<file path="config.mk">
export PLATFORM = sky130hd
export DESIGN_NAME = riser_mcu_responder
export DESIGN_NICKNAME = d
export VERILOG_FILES = /design/src/rtl/riser_pkg.sv /design/src/rtl/riser_spi_slave.sv /design/src/rtl/riser_mcu_responder.sv
export SDC_FILE = /design/constraint.sdc
export NUM_CORES = 1
export LEC_CHECK = 0
export CAP_MARGIN = 15
export CORE_MARGIN = 2
export CORE_UTILIZATION = 67
export CTS_CLUSTER_DIAMETER = 200
export DETAILED_ROUTE_END_ITERATION = 7
export DONT_BUFFER_PORTS = 1
export PLACE_DENSITY_LB_ADDON = 0.05
export REMOVE_ABC_BUFFERS = 1
export SLEW_MARGIN = 20
export SYNTH_ARGS = -nofsm -noshare
export SYNTH_HDL_FRONTEND = slang
export SYNTH_HIERARCHICAL = 1
export SYNTH_SLANG_ARGS = --single-unit
</file>
<file path="constraint.sdc">
create_clock -name CLKCPU_A -period 3.4 [get_ports CLKCPU_A]
set_input_delay 1.02 -clock CLKCPU_A [delete_from_list [all_inputs] [get_ports CLKCPU_A]]
set_output_delay 1.02 -clock CLKCPU_A [all_outputs]
set_load 0.02 [all_outputs]
</file>
<file path="src/rtl/riser_pkg.sv">
// riser_pkg: shared FSM state, register index map and SPI frame constants for the riser MCU responder
package riser_pkg;

    typedef enum logic [2:0] {
        ST_IDLE,
        ST_LOOKUP,
        ST_SETUP,
        ST_ACK,
        ST_RELEASE
    } state_t;

    localparam logic [3:0] IDX_JOY0H    = 4'd0;
    localparam logic [3:0] IDX_JOY0L    = 4'd1;
    localparam logic [3:0] IDX_JOY1H    = 4'd2;
    localparam logic [3:0] IDX_JOY1L    = 4'd3;
    localparam logic [3:0] IDX_POTGOR   = 4'd4;
    localparam logic [3:0] IDX_RTC_BASE = 4'd8;

    localparam logic [4:0] SPI_FRAME_LEN = 5'd16;
    localparam int         CMD_W_BIT     = 7;

    // RTC outranks JOYDATA, which outranks POTGOR
    function automatic logic [3:0] req_idx(input logic rtc, input logic joy, input logic [4:0] a);
        return rtc ? (IDX_RTC_BASE | {1'b0, a[4:2]}) : joy ? (IDX_JOY0H | {2'b00, a[2:1]}) : IDX_POTGOR;
    endfunction

endpackage

</file>
<file path="src/rtl/riser_spi_slave.sv">
// riser_spi_slave: mode-0 SPI slave loading the shadow register file; readback under RISER_SPI_READBACK_EN
module riser_spi_slave
    import riser_pkg::*;
(
    input  logic       CLKCPU_A,
    input  logic       RESET,
    input  logic       SPI_NSS,
    input  logic       SPI_CK,
    input  logic       SPI_MOSI,
    output logic       SPI_MISO,
`ifdef RISER_SPI_READBACK_EN
    input  logic [7:0] status,
    output logic [3:0] rd_idx,
    input  logic [7:0] rd_data,
`endif
    output logic       wr_en,
    output logic [3:0] wr_idx,
    output logic [7:0] wr_data
);

    logic [1:0]  ck_sync, nss_sync, mosi_sync;
    logic        ck_d, sck_rise;
    logic [14:0] shift;
    logic [4:0]  cnt;

    assign sck_rise = ck_sync[1] & ~ck_d;

    // two-flop synchronisers for the asynchronous SPI pins, plus SCK history for edge detection
    always_ff @(posedge CLKCPU_A) begin
        if (RESET) begin
            ck_sync   <= 2'b00;
            nss_sync  <= 2'b11;
            mosi_sync <= 2'b00;
            ck_d      <= 1'b0;
        end else begin
            ck_sync   <= {ck_sync[0], SPI_CK};
            nss_sync  <= {nss_sync[0], SPI_NSS};
            mosi_sync <= {mosi_sync[0], SPI_MOSI};
            ck_d      <= ck_sync[1];
        end
    end

    // shift in MSB first; the 16th bit of a write frame fires a one-cycle strobe, extra bits are ignored
    always_ff @(posedge CLKCPU_A) begin
        if (RESET) begin
            shift   <= '0;
            cnt     <= '0;
            wr_en   <= 1'b0;
            wr_idx  <= '0;
            wr_data <= '0;
        end else begin
            wr_en <= 1'b0;
            if (nss_sync[1]) begin
                cnt <= '0;
            end else if (sck_rise && cnt != SPI_FRAME_LEN) begin
                shift   <= {shift[13:0], mosi_sync[1]};
                cnt     <= cnt + 5'd1;
                wr_en   <= (cnt == SPI_FRAME_LEN - 5'd1) & shift[CMD_W_BIT + 7];
                wr_idx  <= shift[10:7];
                wr_data <= {shift[6:0], mosi_sync[1]};
            end
        end
    end

`ifdef RISER_SPI_READBACK_EN
    logic       nss_d;
    logic [7:0] tx;

    assign rd_idx   = shift[3:0];
    assign SPI_MISO = tx[7];

    // status byte loads at select, the addressed register loads after the command byte, shifting on SCK fall
    always_ff @(posedge CLKCPU_A) begin
        if (RESET) begin
            nss_d <= 1'b1;
            tx    <= '0;
        end else begin
            nss_d <= nss_sync[1];
            if (!nss_sync[1] && nss_d)
                tx <= status;
            else if (!nss_sync[1] && !ck_sync[1] && ck_d)
                tx <= (cnt == 5'd8) ? (shift[CMD_W_BIT] ? 8'h00 : rd_data) : {tx[6:0], 1'b0};
        end
    end
`else
    assign SPI_MISO = 1'b0;
`endif

endmodule

</file>
<file path="src/rtl/riser_mcu_responder.sv">
// riser_mcu_responder: punted-read responder serving a 16-byte shadow file; RISER_SPI_READBACK_EN enables SPI readback
module riser_mcu_responder
    import riser_pkg::*;
#(
    parameter int SETUP_CYCLES = 2
) (
    input  logic       CLKCPU_A,
    input  logic       RESET,
    input  logic       REQ_RTC,
    input  logic       REQ_JOY,
    input  logic       REQ_BTN,
    input  logic [4:0] A,
    output logic [7:0] D_OUT,
    output logic       D_OE,
    output logic       INTSIG7,
    input  logic       SPI_NSS,
    input  logic       SPI_CK,
    input  logic       SPI_MOSI,
    output logic       SPI_MISO
);

    logic [7:0] regfile [16];
    state_t     state;
    logic [2:0] req, req_d, svc;
    logic [3:0] idx, cnt, look_idx;
    logic       svc_live, wr_en;
    logic [3:0] wr_idx;
    logic [7:0] wr_data;

    assign req      = {REQ_RTC, REQ_JOY, REQ_BTN};
    assign svc_live = |(req & svc);
    assign look_idx = req_idx(REQ_RTC, REQ_JOY, A);

`ifdef RISER_SPI_READBACK_EN
    logic [3:0] rd_idx;

    riser_spi_slave u_spi (
        .CLKCPU_A (CLKCPU_A),
        .RESET    (RESET),
        .SPI_NSS  (SPI_NSS),
        .SPI_CK   (SPI_CK),
        .SPI_MOSI (SPI_MOSI),
        .SPI_MISO (SPI_MISO),
        .status   ({state != ST_IDLE, REQ_RTC, REQ_JOY, REQ_BTN, idx}),
        .rd_idx   (rd_idx),
        .rd_data  (regfile[rd_idx]),
        .wr_en    (wr_en),
        .wr_idx   (wr_idx),
        .wr_data  (wr_data)
    );
`else
    riser_spi_slave u_spi (
        .CLKCPU_A (CLKCPU_A),
        .RESET    (RESET),
        .SPI_NSS  (SPI_NSS),
        .SPI_CK   (SPI_CK),
        .SPI_MOSI (SPI_MOSI),
        .SPI_MISO (SPI_MISO),
        .wr_en    (wr_en),
        .wr_idx   (wr_idx),
        .wr_data  (wr_data)
    );
`endif

    // shadow register file, written only by the SPI strobe; a same-cycle lookup still sees the old byte
    always_ff @(posedge CLKCPU_A) begin
        if (RESET) begin
            for (int i = 0; i < 16; i++) regfile[i] <= 8'h00;
        end else if (wr_en) begin
            regfile[wr_idx] <= wr_data;
        end
    end

    // request/acknowledge handshake; the request serviced is frozen in LOOKUP and alone governs release
    always_ff @(posedge CLKCPU_A) begin
        if (RESET) begin
            state   <= ST_IDLE;
            req_d   <= '0;
            svc     <= '0;
            idx     <= '0;
            cnt     <= '0;
            D_OUT   <= 8'h00;
            D_OE    <= 1'b0;
            INTSIG7 <= 1'b0;
        end else begin
            req_d <= req;
            case (state)
                ST_IDLE: if (|(req & ~req_d)) state <= ST_LOOKUP;
                ST_LOOKUP: begin
                    if (!(|req)) begin
                        state <= ST_IDLE;
                    end else begin
                        idx   <= look_idx;
                        D_OUT <= regfile[look_idx];
                        svc   <= REQ_RTC ? 3'b100 : REQ_JOY ? 3'b010 : 3'b001;
                        cnt   <= '0;
                        D_OE  <= 1'b1;
                        state <= ST_SETUP;
                    end
                end
                ST_SETUP: begin
                    if (!svc_live) begin
                        D_OE  <= 1'b0;
                        state <= ST_IDLE;
                    end else if (cnt == 4'(SETUP_CYCLES - 1)) begin
                        INTSIG7 <= 1'b1;
                        state   <= ST_ACK;
                    end else begin
                        cnt <= cnt + 4'd1;
                    end
                end
                ST_ACK: begin
                    if (!svc_live) begin
                        INTSIG7 <= 1'b0;
                        state   <= ST_RELEASE;
                    end
                end
                ST_RELEASE: begin
                    D_OE  <= 1'b0;
                    state <= ST_IDLE;
                end
                default: state <= ST_IDLE;
            endcase
        end
    end

endmodule
</file>
; Word-level counts from Yosys, hierarchy flattened
; Memories as Yosys holds them, arrays and structs flattened. A register that Yosys moved wholly into a read port is not among the register bits.
; Index checks and enable logic that the tools add are counted.
[op_classes]
n_eq_ne = 15
n_mux = 28
n_reduce_logical = 17
n_bitwise = 8
add_sub_neg = 2
[ops]
columns = operator, count
row1 = 4-bit 2-to-1 mux, 5
row2 = 3-bit 2-to-1 mux, 6
row3 = "2-bit inequality test, second input constant", 7
row4 = 3-bit case mux with 4 select lines, 1
row5 = 3-bit OR reduction, 4
row6 = 1-bit 2-to-1 mux, 10
row7 = 8-bit 2-to-1 mux, 1
row8 = 4-bit case mux with 2 select lines, 1
row9 = 4-bit AND reduction, 2
row10 = 8-bit OR reduction, 1
row11 = 3-bit bitwise AND, 2
row12 = "3-bit by 2-bit equality test with 1-bit output, second input constant", 2
row13 = 3-bit AND reduction, 2
row14 = "5-bit by 1-bit adder with 5-bit output, second input constant", 1
row15 = "5-bit by 4-bit equality test with 1-bit output, second input constant", 1
row16 = "5-bit inequality test, second input constant", 1
row17 = "4-bit by 1-bit adder with 4-bit output, second input constant", 1
row18 = "4-bit by 1-bit equality test with 1-bit output, second input constant", 1
row19 = 2-bit 2-to-1 mux, 2
row20 = 2-bit AND reduction, 2
row21 = 2-bit nonzero test, 2
row22 = "3-bit by 1-bit equality test with 1-bit output, second input constant", 1
row23 = "3-bit equality test, second input constant", 1
row24 = 3-bit zero test, 1
row25 = 9 further kinds, 12
[totals]
memories = 1
ram_bits = 128
word_cells = 86
output_inout_bits = 11
in_bits = 13
register_bits = 55
[memory_table]
columns = memory, depth, width, rd, rd_clocked_by_memory_dff, wr, line_no
row1 = regfile, 16, 8, 1, 1, 16, riser_mcu_responder.sv:22  ; logic [7:0] regfile [16];

; Longest topological paths before layout
; Gate-level depths: netlist (run 1).
[depth]
depth_word = 5
ltp_mapped = 6
ltp_nobuf = 6

; By module
; The synthesis (run 1) kept the hierarchy.
[by_module_without_submodules]
columns = mod, seq_area_each_um2, n_inst, area_each_um2, cells_per_inst
row1 = riser_mcu_responder, 3583.4, 1, 5773.0, 435
row2 = riser_spi_slave, 560.5, 1, 1192.4, 114

; Least setup slack after synthesis (run 1)
; OpenSTA, ideal clock, no wires.
[synth_timing]
path_type = in2reg
start = in RESET
end = mem regfile[12][0], enable pin
path_slack_ps = 1018
stages = 4
arrival_time_ps = 2073
cell_sequence = clkbuf_1 > nand4b_1 > nor3_1 > or2_2
[synth_lines]
columns = item, line_no
row1 = start: declaration, riser_mcu_responder.sv:8  ; input logic RESET,
row2 = end: declaration, riser_mcu_responder.sv:22

==> flow_metrics.env, run 1 <==
export IMPL_status="finished clean"
export IMPL_p_per_area_mw_per_mm2=568
export IMPL_cts_hold_buffers_added=0
export IMPL_synth_mux_area_share_pct=8.91
export IMPL_die_area_sq_mm=0.0112
export IMPL_critPathRequiredTime_ps=3610
export IMPL_tns_ps=0
export IMPL_total_leakage_power_nw=2.67
export IMPL_yosys_area_share_simple_pct=19.5
export IMPL_seqPwrFrac_pct=50.3
export IMPL_p_clk_share_pct=44.3
export IMPL_grt_setup_unrepaired="no"
export IMPL_cts_sinks=155
export IMPL_max_freq_mhz=489
export IMPL_grt_pass1_vias=4066
export IMPL_fin_crit_ps=2040
export IMPL_cts_buffer_depth=2
export IMPL_slowest_stage="nor3_1"
export IMPL_synth_warning_count=6
export IMPL_vdd_drop_max_mv=0.299
export IMPL_setup_worst_path_start_class="input pin"
export IMPL_grt_max_degree=62
export IMPL_numCtsBuffers=17
export IMPL_die_w_microns=106
export IMPL_syn_area_per_cell_sq_um=12.7
export IMPL_synthXorXnorAreaFrac_pct=0
export IMPL_drt_total_wl_microns=13600
export IMPL_worst_clock_skew_ps=9.83
export IMPL_total_power_w=0.00430
export IMPL_setup_violations=0
export IMPL_cts_resized=0
export IMPL_htreeDepth=4
export IMPL_worstSkewPairLatency_ps=520
export IMPL_hold_path_startpoint="u_spi/nss_sync[0]"
export IMPL_via_per_inst=6.00
export IMPL_r2r_cells=4
export IMPL_layout_commonest_cell="and2_1"
export IMPL_post_cts_buffers=0
export IMPL_start_util_pct=68.1
export IMPL_slowest_delay_ps=510
export IMPL_r2r_end="regfile[0][1]"
export IMPL_fp_coreArea_sq_mm=0.0102
export IMPL_path_max_fanout=61
export IMPL_p_sw_w=0.000891
export IMPL_synth_compound_area_share_pct=7.20
export IMPL_synthesis_area_sq_mm=0.00697
export IMPL_final_cell_mix="106 x and2_1, 104 x edfxtp_1, 51 x dfxtp_1, 26 x mux2i_1, 24 x nor2_1"
export IMPL_path_cells="nor3b_1 > nand2b_1 > nor3_1 > or2_2"
export IMPL_antenna_found_initial=0
export IMPL_gp_congestion=0.760
export IMPL_worstSetupPathType="input pin to flop"
export IMPL_hold_class="flop to flop"
export IMPL_io_pins=24
export IMPL_synth_edff_count=104
export IMPL_drtIter0Drc=301
export IMPL_hold_viol=0
export IMPL_synth_ff_latch_count=155
export IMPL_wire_per_inst_microns=19.9
export IMPL_synth_top_family_by_area="simple AND/OR/NAND/NOR gates"
export IMPL_seq_area_frac_synth_pct=59.5
export IMPL_synth_flop_cell="edfxtp_1"
export IMPL_grt_pass1_wl_microns=21700
export IMPL_vias=4085
export IMPL_port_buffers=0
export IMPL_finalCritPeriodShare_pct=60.1
export IMPL_synth_cells=549
export IMPL_hold_depth=1
export IMPL_max_cap_violations=0
export IMPL_path_clk_slew_ps=60
export IMPL_reg2reg_from="u_spi/wr_en"
export IMPL_drtPass1Iterations=5
export IMPL_finalMaxSlewViolations=0
export IMPL_die_h_microns=106
export IMPL_cts_root_buf="clkbuf_8"
export IMPL_async_reset_ff_share_pct=0
export IMPL_internal_power_w=0.00341
export IMPL_cp_arrival_ps=2260
export IMPL_p_comb_share_pct=5.4
export IMPL_layout_drive_gt1_share_pct=13.9
export IMPL_max_slew_margin_rel_pct=53.3
export IMPL_hpwlAfterDp_microns=8550
export IMPL_r2r_slack_ps=1470
export IMPL_worst_pin_slew_ps=698
export IMPL_min_to="u_spi/nss_sync[1]"
export IMPL_drc=0
export IMPL_end_kind="flop"
export IMPL_num_rows=37
export IMPL_postRouteAntennaNets=0
export IMPL_synth_cell_types=53
export IMPL_antenna_cells=0
export IMPL_grt_overflow_total=0
export IMPL_grt_use_total_pct=26.4
export IMPL_final_util_pct=74.1
export IMPL_tritoncts="yes"
export IMPL_fin_nets=550
export IMPL_synthAdderAreaFrac_pct=0.898
export IMPL_syn2layout_area_growth_pct=8.82
export IMPL_switching_share_pct=20.7
==> power by group through the flow <==
stage	sequential (W)	clock, W	combinational (W)
final	0.00217	0.00190	0.000233
after global routing	0.00218	0.00199	0.000253
after CTS	0.00217	0.00191	0.000232
after detailed placement	0.00220	0	0.000228
after global placement	0.00220	0	0.000220
after floorplan	0.00219	0	0.000179
==> registers in the layout (all words and copies together), names as in the netlist, 2 cells and up <==
signal	cells
u_spi/wr_data	7
D_OUT	8
u_spi/mosi_sync	2
req_d	3
u_spi/wr_idx	3
state	3
u_spi/cnt	5
u_spi/nss_sync	2
cnt	4
svc	3
regfile	104
u_spi/shift	5
u_spi/ck_sync	2
==> how the worst max path moves through the flow <==
stage / from / endpoint / slack (ps) / cells past startpoint
after floorplan: RESET / regfile[0][0] / 1090 / 4
after global placement: RESET / regfile[0][2] / 950 / 4
after detailed placement: RESET / regfile[0][2] / 850 / 4
after CTS: INTSIG7 / INTSIG7 / 1360 / 0
after global routing: RESET / regfile[0][5] / 1250 / 4
final: RESET / regfile[0][1] / 1360 / 4
==> Yosys cell counts, types with 9 or more instances <==
cell | n | area share, %
clkbuf_1 | 19 | 1.0
edfxtp_1 | 104 | 45
nor2_1 | 24 | 1.3
buf_4 | 15 | 1.6
nor2b_1 | 14 | 1.3
dfxtp_1 | 51 | 15
or2_2 | 15 | 1.3
a21oi_1 | 20 | 1.4
inv_1 | 9 | 0.48
nand2_1 | 12 | 0.65
mux4_2 | 16 | 5.2
and2_1 | 106 | 9.5
mux2i_1 | 26 | 3.7
nand2b_1 | 23 | 2.1
==> logic make-up (layout without fill, tap and decap cells) <==
family | after synthesis | in the layout
and+or+nand+nor | 224 | 224
DFF | 155 | 155
AOI/OAI and AO/OA | 69 | 69
buffers and inverters | 53 | 49
muxes | 42 | 42
adders and majority gates | 5 | 5
other | 1 | 1
==> worst max-delay path: cells and delay by family <==
kind	cells	cell delay, ps
simple gates	4	1230
==> per-stage QoR <==
step / std cells / worst slack (ps) / hold slack (ps) / instance area, sq um
finish: 681 / 1360 / 416 / 7580
global route: 681 / 1250 / 440 / 7580
CTS: 681 / 1360 / 420 / 7580
detailed placement: 649 / 850 / 403 / 6960
global placement: 649 / 948 / 394 / 6960
floorplan: 505 / 1090 / 389 / 6730
==> per-layer routing <==
metal | track usage (%) | vias to the layer above | routed length, microns
met1 | 37.2 | 1996 | 5760
met3 | 6.44 | 12 | 954
li1 | - | 1939 | -
met5 | 0 | - | 0
met4 | 8.55 | 0 | 200
met2 | 41.0 | 138 | 6670
==> layout make-up <==
cell class / count / area [sq um]
Inverter: 9 / 33.8
Sequential cell: 155 / 4140
Multi-Input combinational cell: 341 / 2550
Clock inverter: 2 / 10.0
Timing Repair Buffer: 8 / 60.1
Tap cell: 136 / 170
Clock buffer: 30 / 612
Fill cell: 677 / 2650
(Power assumes the default switching activity.)
==> inputs of run 2 (changes only) <==
- ABC_AREA: not set -> 1
- CORE_UTILIZATION: 67 -> 58
- clock period: 3.4 -> 1.8 ns (I/O delays scaled with it)
==> flow_metrics.env, run 2 <==
export IMPL_status="finished clean"
export IMPL_multi_input_area_sq_mm=0.00278
export IMPL_total_leakage_power_nw=4.23
export IMPL_grt_overflow_total=0
export IMPL_start_util_pct=59.8
export IMPL_end_kind="flop"
export IMPL_cts_root_buf="clkbuf_16"
export IMPL_synth_flop_cell="edfxtp_1"
export IMPL_die_area_sq_mm=0.0161
export IMPL_numCtsBuffers=17
export IMPL_cts_hold_buffers_added=0
export IMPL_final_cell_mix="208 x inv_1, 188 x nand2_1, 187 x nor2_1, 181 x nand3_1, 128 x edfxtp_1"
export IMPL_p_per_area_mw_per_mm2=980
export IMPL_via_per_inst=5.28
export IMPL_regArea_sq_mm=0.00486
export IMPL_worst_clock_skew_ps=8.15
export IMPL_finalCritPeriodShare_pct=89.8
export IMPL_cts_buffer_depth=2
export IMPL_synth_area_leaders="edfxtp_1 44%, dfxtp_1 12%, nand3_1 10%"
export IMPL_fp_coreArea_sq_mm=0.0146
export IMPL_synth_cells=1073
export IMPL_gp_congestion=0.900
export IMPL_setup_worst_path_start_class="flop"
export IMPL_fin_nets=1103
export IMPL_grt_use_total_pct=26.7
export IMPL_wire_per_inst_microns=16.0
export IMPL_whs_ps=175
export IMPL_tritoncts="yes"
export IMPL_port_buffers=0
export IMPL_async_reset_ff_share_pct=0
export IMPL_num_fill_cells=1227
export IMPL_path_clk_slew_ps=70
export IMPL_io_pins=24
export IMPL_die_h_microns=127
export IMPL_antenna_cells=0
export IMPL_hpwlAfterDp_microns=13300
export IMPL_post_cts_buffers=0
export IMPL_cts_sinks=179
export IMPL_cp_common_cell="nand2_1"
export IMPL_vdd_drop_max_mv=0.685
export IMPL_drtPass1Iterations=5
export IMPL_drt_total_wl_microns=20500
export IMPL_synth_cell_types=37
export IMPL_layout_commonest_cell="inv_1"
export IMPL_grt_max_degree=33
export IMPL_cp_arrival_ps=1720
export IMPL_dp_cells=1250
export IMPL_path_max_fanout=8
export IMPL_fin_crit_ps=1620
export IMPL_slowest_stage="dfxtp_1"
export IMPL_max_cap_violations=0
export IMPL_synthesis_area_sq_mm=0.00876
export IMPL_syn_area_per_cell_sq_um=8.16
export IMPL_slowest_delay_ps=390
export IMPL_setup_violations=0
export IMPL_max_freq_mhz=619
export IMPL_netlist_area_leader_share_pct=43.9
export IMPL_synth_warning_count=6
export IMPL_antenna_found_initial=0
export IMPL_grt_setup_unrepaired="no"
export IMPL_hold_class="input pin to flop"
export IMPL_worstSkewPairLatency_ps=440
export IMPL_die_w_microns=127
export IMPL_place_area_sq_mm=0.00923
export IMPL_instances_no_fill=1282
export IMPL_synth_most_common_cell="inv_1"
export IMPL_critPathRequiredTime_ps=1910
export IMPL_num_rows=44
export IMPL_postRouteAntennaNets=0
export IMPL_tns_ps=0
export IMPL_cp_num_buf_inv=1
export IMPL_finalMaxSlewViolations=0
export IMPL_synth_ff_latch_count=179
export IMPL_largest_register="regfile"
export IMPL_worstSetupPathType="flop to flop"
export IMPL_drc=0
export IMPL_postLayoutCellArea_sq_mm=0.00983
export IMPL_syn2layout_area_growth_pct=12.2
export IMPL_synth_edff_count=128
export IMPL_grt_pass1_vias=6347
export IMPL_htreeDepth=4
export IMPL_hold_viol=0
export IMPL_synth_top_area_cell="edfxtp_1"
export IMPL_cts_resized=0
export IMPL_drtIter0Drc=587
export IMPL_seq_area_frac_synth_pct=55.6
export IMPL_layout_drive_gt1_share_pct=9.11
export IMPL_reg_top3="regfile x128, D_OUT x8, u_spi/wr_data x7"
export IMPL_grt_pass1_wl_microns=32900
export IMPL_synth_common_cells="208 x inv_1, 188 x nand2_1, 187 x nor2_1"
export IMPL_largest_reg_flops=128
export IMPL_path_cells="inv_1 > nor2_1 > nand2_1 > nand2_1"
export IMPL_crit_family="simple AND/OR/NAND/NOR gates"
export IMPL_vias=6773
==> run 2: layout make-up <==
type                    count  share of cell area [%]
multi-input cells         621                    28.3
clock buffers              18                    4.47
clock inverters            14                    1.62
inverters                 214                    8.18
repair buffers             52                    5.63
flip-flops and latches    179                    49.5
well taps                 184                    2.34
==> run 2: worst paths after layout <==
check	start	end	slack, ps	cells past startpoint
worst max-delay path	u_spi/wr_idx[1]	regfile[6][4]	180	4
worst min-delay path	RESET	req_d[1]	170	1
worst max register to register	u_spi/wr_idx[1]	regfile[6][4]	180	4
worst min register to register	u_spi/nss_sync[0]	u_spi/nss_sync[1]	410	1
==> run 2: per-layer routing <==
metal  global-route usage [%]  share of wire (%)  up-vias
met3                     5.53                6.9       29
met2                     40.8                 45      243
met1                     38.4                 46     3119
li1                         -                  -     3382
met5                        0                  0        -
met4                     9.05                1.9        0
==> run 2: where the power goes <==
| group | switching [W] | internal [W] | leakage [nW] |
|---|---|---|---|
| sequential | 0.000153 | 0.00463 | 1.63 |
| clock | 0.00159 | 0.00221 | 0.295 |
| combinational | 0.000678 | 0.000367 | 2.30 |
| total | 0.00242 | 0.00721 | 4.23 |
==> run 2: cell families (layout without fill, tap and decap cells) <==
logic type | count (synthesis) | after routing | synth area share (%)
simple gates | 592 | 592 | 29.2
buf+inv | 273 | 298 | 12.8
flops | 179 | 179 | 55.6
compound gates | 21 | 21 | 1.51
fa+ha+maj | 5 | 5 | 0.714
xor+xnor | 2 | 2 | 0.200
other cells | 1 | 1 | 0.0428
==> run 2: worst register-to-register path, cell delays in order, from the launching register on <==
cell     delay [ps]
dfxtp_1         390
inv_1            60
nor2_1          360
nand2_1         180
nand2_1         300
==> run 2: stage by stage <==
step	setup slack [ps]	power [W]	util, %
4_1_cts	211	0.00967	67.1
5_1_grt	79.5	0.00999	67.1
3_5_place_dp	-47.2	0.00591	63.0
6_report	184	0.00963	67.1
3_3_place_gp	-21.2	0.00589	63.0
2_1_floorplan	-894	0.00554	-
==> inputs of run 3 (changes only) <==
- ABC_AREA: 1 -> not set
- CORE_UTILIZATION: 58 -> 56
==> flow_metrics.env, run 3 (synthesized netlist as in run 1, its figures left out) <==
export IMPL_max_slew_margin_rel_pct=60.3
export IMPL_tns_ps=0
export IMPL_num_rows=40
export IMPL_postLayoutCellArea_sq_mm=0.00772
export IMPL_total_leakage_power_nw=2.74
export IMPL_finalCritPeriodShare_pct=91.6
export IMPL_postRouteAntennaNets=0
export IMPL_post_cts_buffers=0
export IMPL_total_power_w=0.00822
export IMPL_die_w_microns=116
export IMPL_internal_power_w=0.00657
export IMPL_antenna_cells=0
export IMPL_path_clk_slew_ps=60
export IMPL_drc=0
export IMPL_num_fill_cells=930
export IMPL_final_cell_mix="106 x and2_1, 104 x edfxtp_1, 51 x dfxtp_1, 26 x mux2i_1, 24 x nor2_1"
export IMPL_io_pins=24
export IMPL_p_per_area_mw_per_mm2=1060
export IMPL_setup_violations=0
export IMPL_worstSkewPairLatency_ps=410
export IMPL_cts_resized=0
export IMPL_p_sw_w=0.00165
export IMPL_cts_buffer_depth=2
export IMPL_start_util_pct=57.7
export IMPL_fin_nets=563
export IMPL_p_comb_share_pct=5.5
export IMPL_setup_worst_path_start_class="flop"
export IMPL_layout_drive_gt1_share_pct=15.9
export IMPL_grt_overflow_total=0
export IMPL_grt_setup_unrepaired="no"
export IMPL_hpwlAfterDp_microns=8700
export IMPL_hold_viol=0
export IMPL_largest_register="regfile"
export IMPL_worstSetupPathType="flop to flop"
export IMPL_cts_sinks=155
export IMPL_tritoncts="yes"
export IMPL_numCtsBuffers=17
export IMPL_fp_coreArea_sq_mm=0.0121
export IMPL_wire_per_inst_microns=18.3
export IMPL_hold_class="input pin to flop"
export IMPL_seqPwrFrac_pct=49.7
export IMPL_drt_total_wl_microns=13300
export IMPL_die_h_microns=116
export IMPL_switching_share_pct=20.1
export IMPL_max_cap_violations=0
export IMPL_finalMaxSlewViolations=0
export IMPL_worst_clock_skew_ps=7.56
export IMPL_path_max_fanout=5
export IMPL_path_cells="ha_1 > or3b_2 > a22oi_2 > nor3b_1 > mux2i_1"
export IMPL_via_per_inst=5.54
export IMPL_drtIter0Drc=350
export IMPL_vdd_drop_max_mv=0.781
export IMPL_critPathRequiredTime_ps=2100
export IMPL_slowest_stage="or3b_2"
export IMPL_cts_root_buf="clkbuf_16"
export IMPL_cp_arrival_ps=1950
export IMPL_largest_reg_flops=104
export IMPL_syn2layout_area_growth_pct=10.9
export IMPL_crit_family="simple AND/OR/NAND/NOR gates"
export IMPL_grt_pass1_wl_microns=20800
export IMPL_reg_top3="regfile x104, D_OUT x8, u_spi/wr_data x7"
export IMPL_grt_use_total_pct=21.5
export IMPL_slowest_delay_ps=480
export IMPL_cts_hold_buffers_added=0
export IMPL_p_clk_share_pct=44.8
export IMPL_vias=4023
export IMPL_antenna_found_initial=0
export IMPL_gp_congestion=0.785
export IMPL_place_area_sq_mm=0.00710
export IMPL_layout_commonest_cell="and2_1"
export IMPL_end_kind="flop"
export IMPL_port_buffers=0
export IMPL_grt_max_degree=62
export IMPL_worst_pin_slew_ps=595
export IMPL_status="finished clean"
export IMPL_drtPass1Iterations=5
export IMPL_die_area_sq_mm=0.0133
export IMPL_htreeDepth=4
export IMPL_max_freq_mhz=607
export IMPL_fin_crit_ps=1650
export IMPL_cp_num_buf_inv=0
export IMPL_grt_pass1_vias=3936
==> run 3: worst register-to-register path, delay by kind of cell (launching register included) <==
kind                     cells  cell delay [ps]
AO/OA/AOI/OAI                1              260
flip-flops                   1              400
adder cells (fa/ha/maj)      1              160
multiplexers                 1              120
AND/OR/NAND/NOR              2              590
==> run 3: layer usage <==
metal / track usage [%] / vias to the layer above / wire length (microns)
li1: - / 1964 / -
met3: 5.70 / 26 / 764
met4: 9.72 / 0 / 345
met2: 32.9 / 106 / 6250
met1: 29.0 / 1927 / 5890
met5: 0 / - / 0
==> run 3: final cells by class <==
type / instances / area [sq um] / area share (%)
inverters: 9 / 33.8 / 0.437
repair buffers: 21 / 158 / 2.04
clock buffers: 27 / 556 / 7.19
well taps: 168 / 210 / 2.72
clock inverters: 5 / 73.8 / 0.956
flip-flops and latches: 155 / 4140 / 53.6
multi-input cells: 341 / 2550 / 33.0
==> run 3: path summary, 6_finish.rpt <==
kind	cells past startpoint	slack, ps	start	end
worst min-delay path	1	190	RESET	u_spi/ck_sync[0]
worst min register to register	1	420	u_spi/nss_sync[0]	u_spi/nss_sync[1]
worst max register to register	5	150	cnt[0]	cnt[2]
worst max-delay path	5	150	cnt[0]	cnt[2]
==> run 3: stage by stage <==
stage | utilization, % | instances | setup WS, ps | hold slack, ps
2_1_floorplan | - | 505 | -25.9 | 389
3_3_place_gp | 58.8 | 694 | 82.5 | 393
3_5_place_dp | 58.8 | 694 | 43.1 | 399
4_1_cts | 64.0 | 726 | 150 | 177
5_1_grt | 64.0 | 726 | 48.9 | 173
6_report | 64.0 | 726 | 151 | 193
==> run 3: power groups by stage <==
stage	clock, W	combinational, W	sequential, W
after floorplan	0	0.000338	0.00413
after global placement	0	0.000444	0.00415
after detailed placement	0	0.000453	0.00416
after CTS	0.00373	0.000455	0.00409
after global routing	0.00389	0.000491	0.00410
final	0.00368	0.000454	0.00408
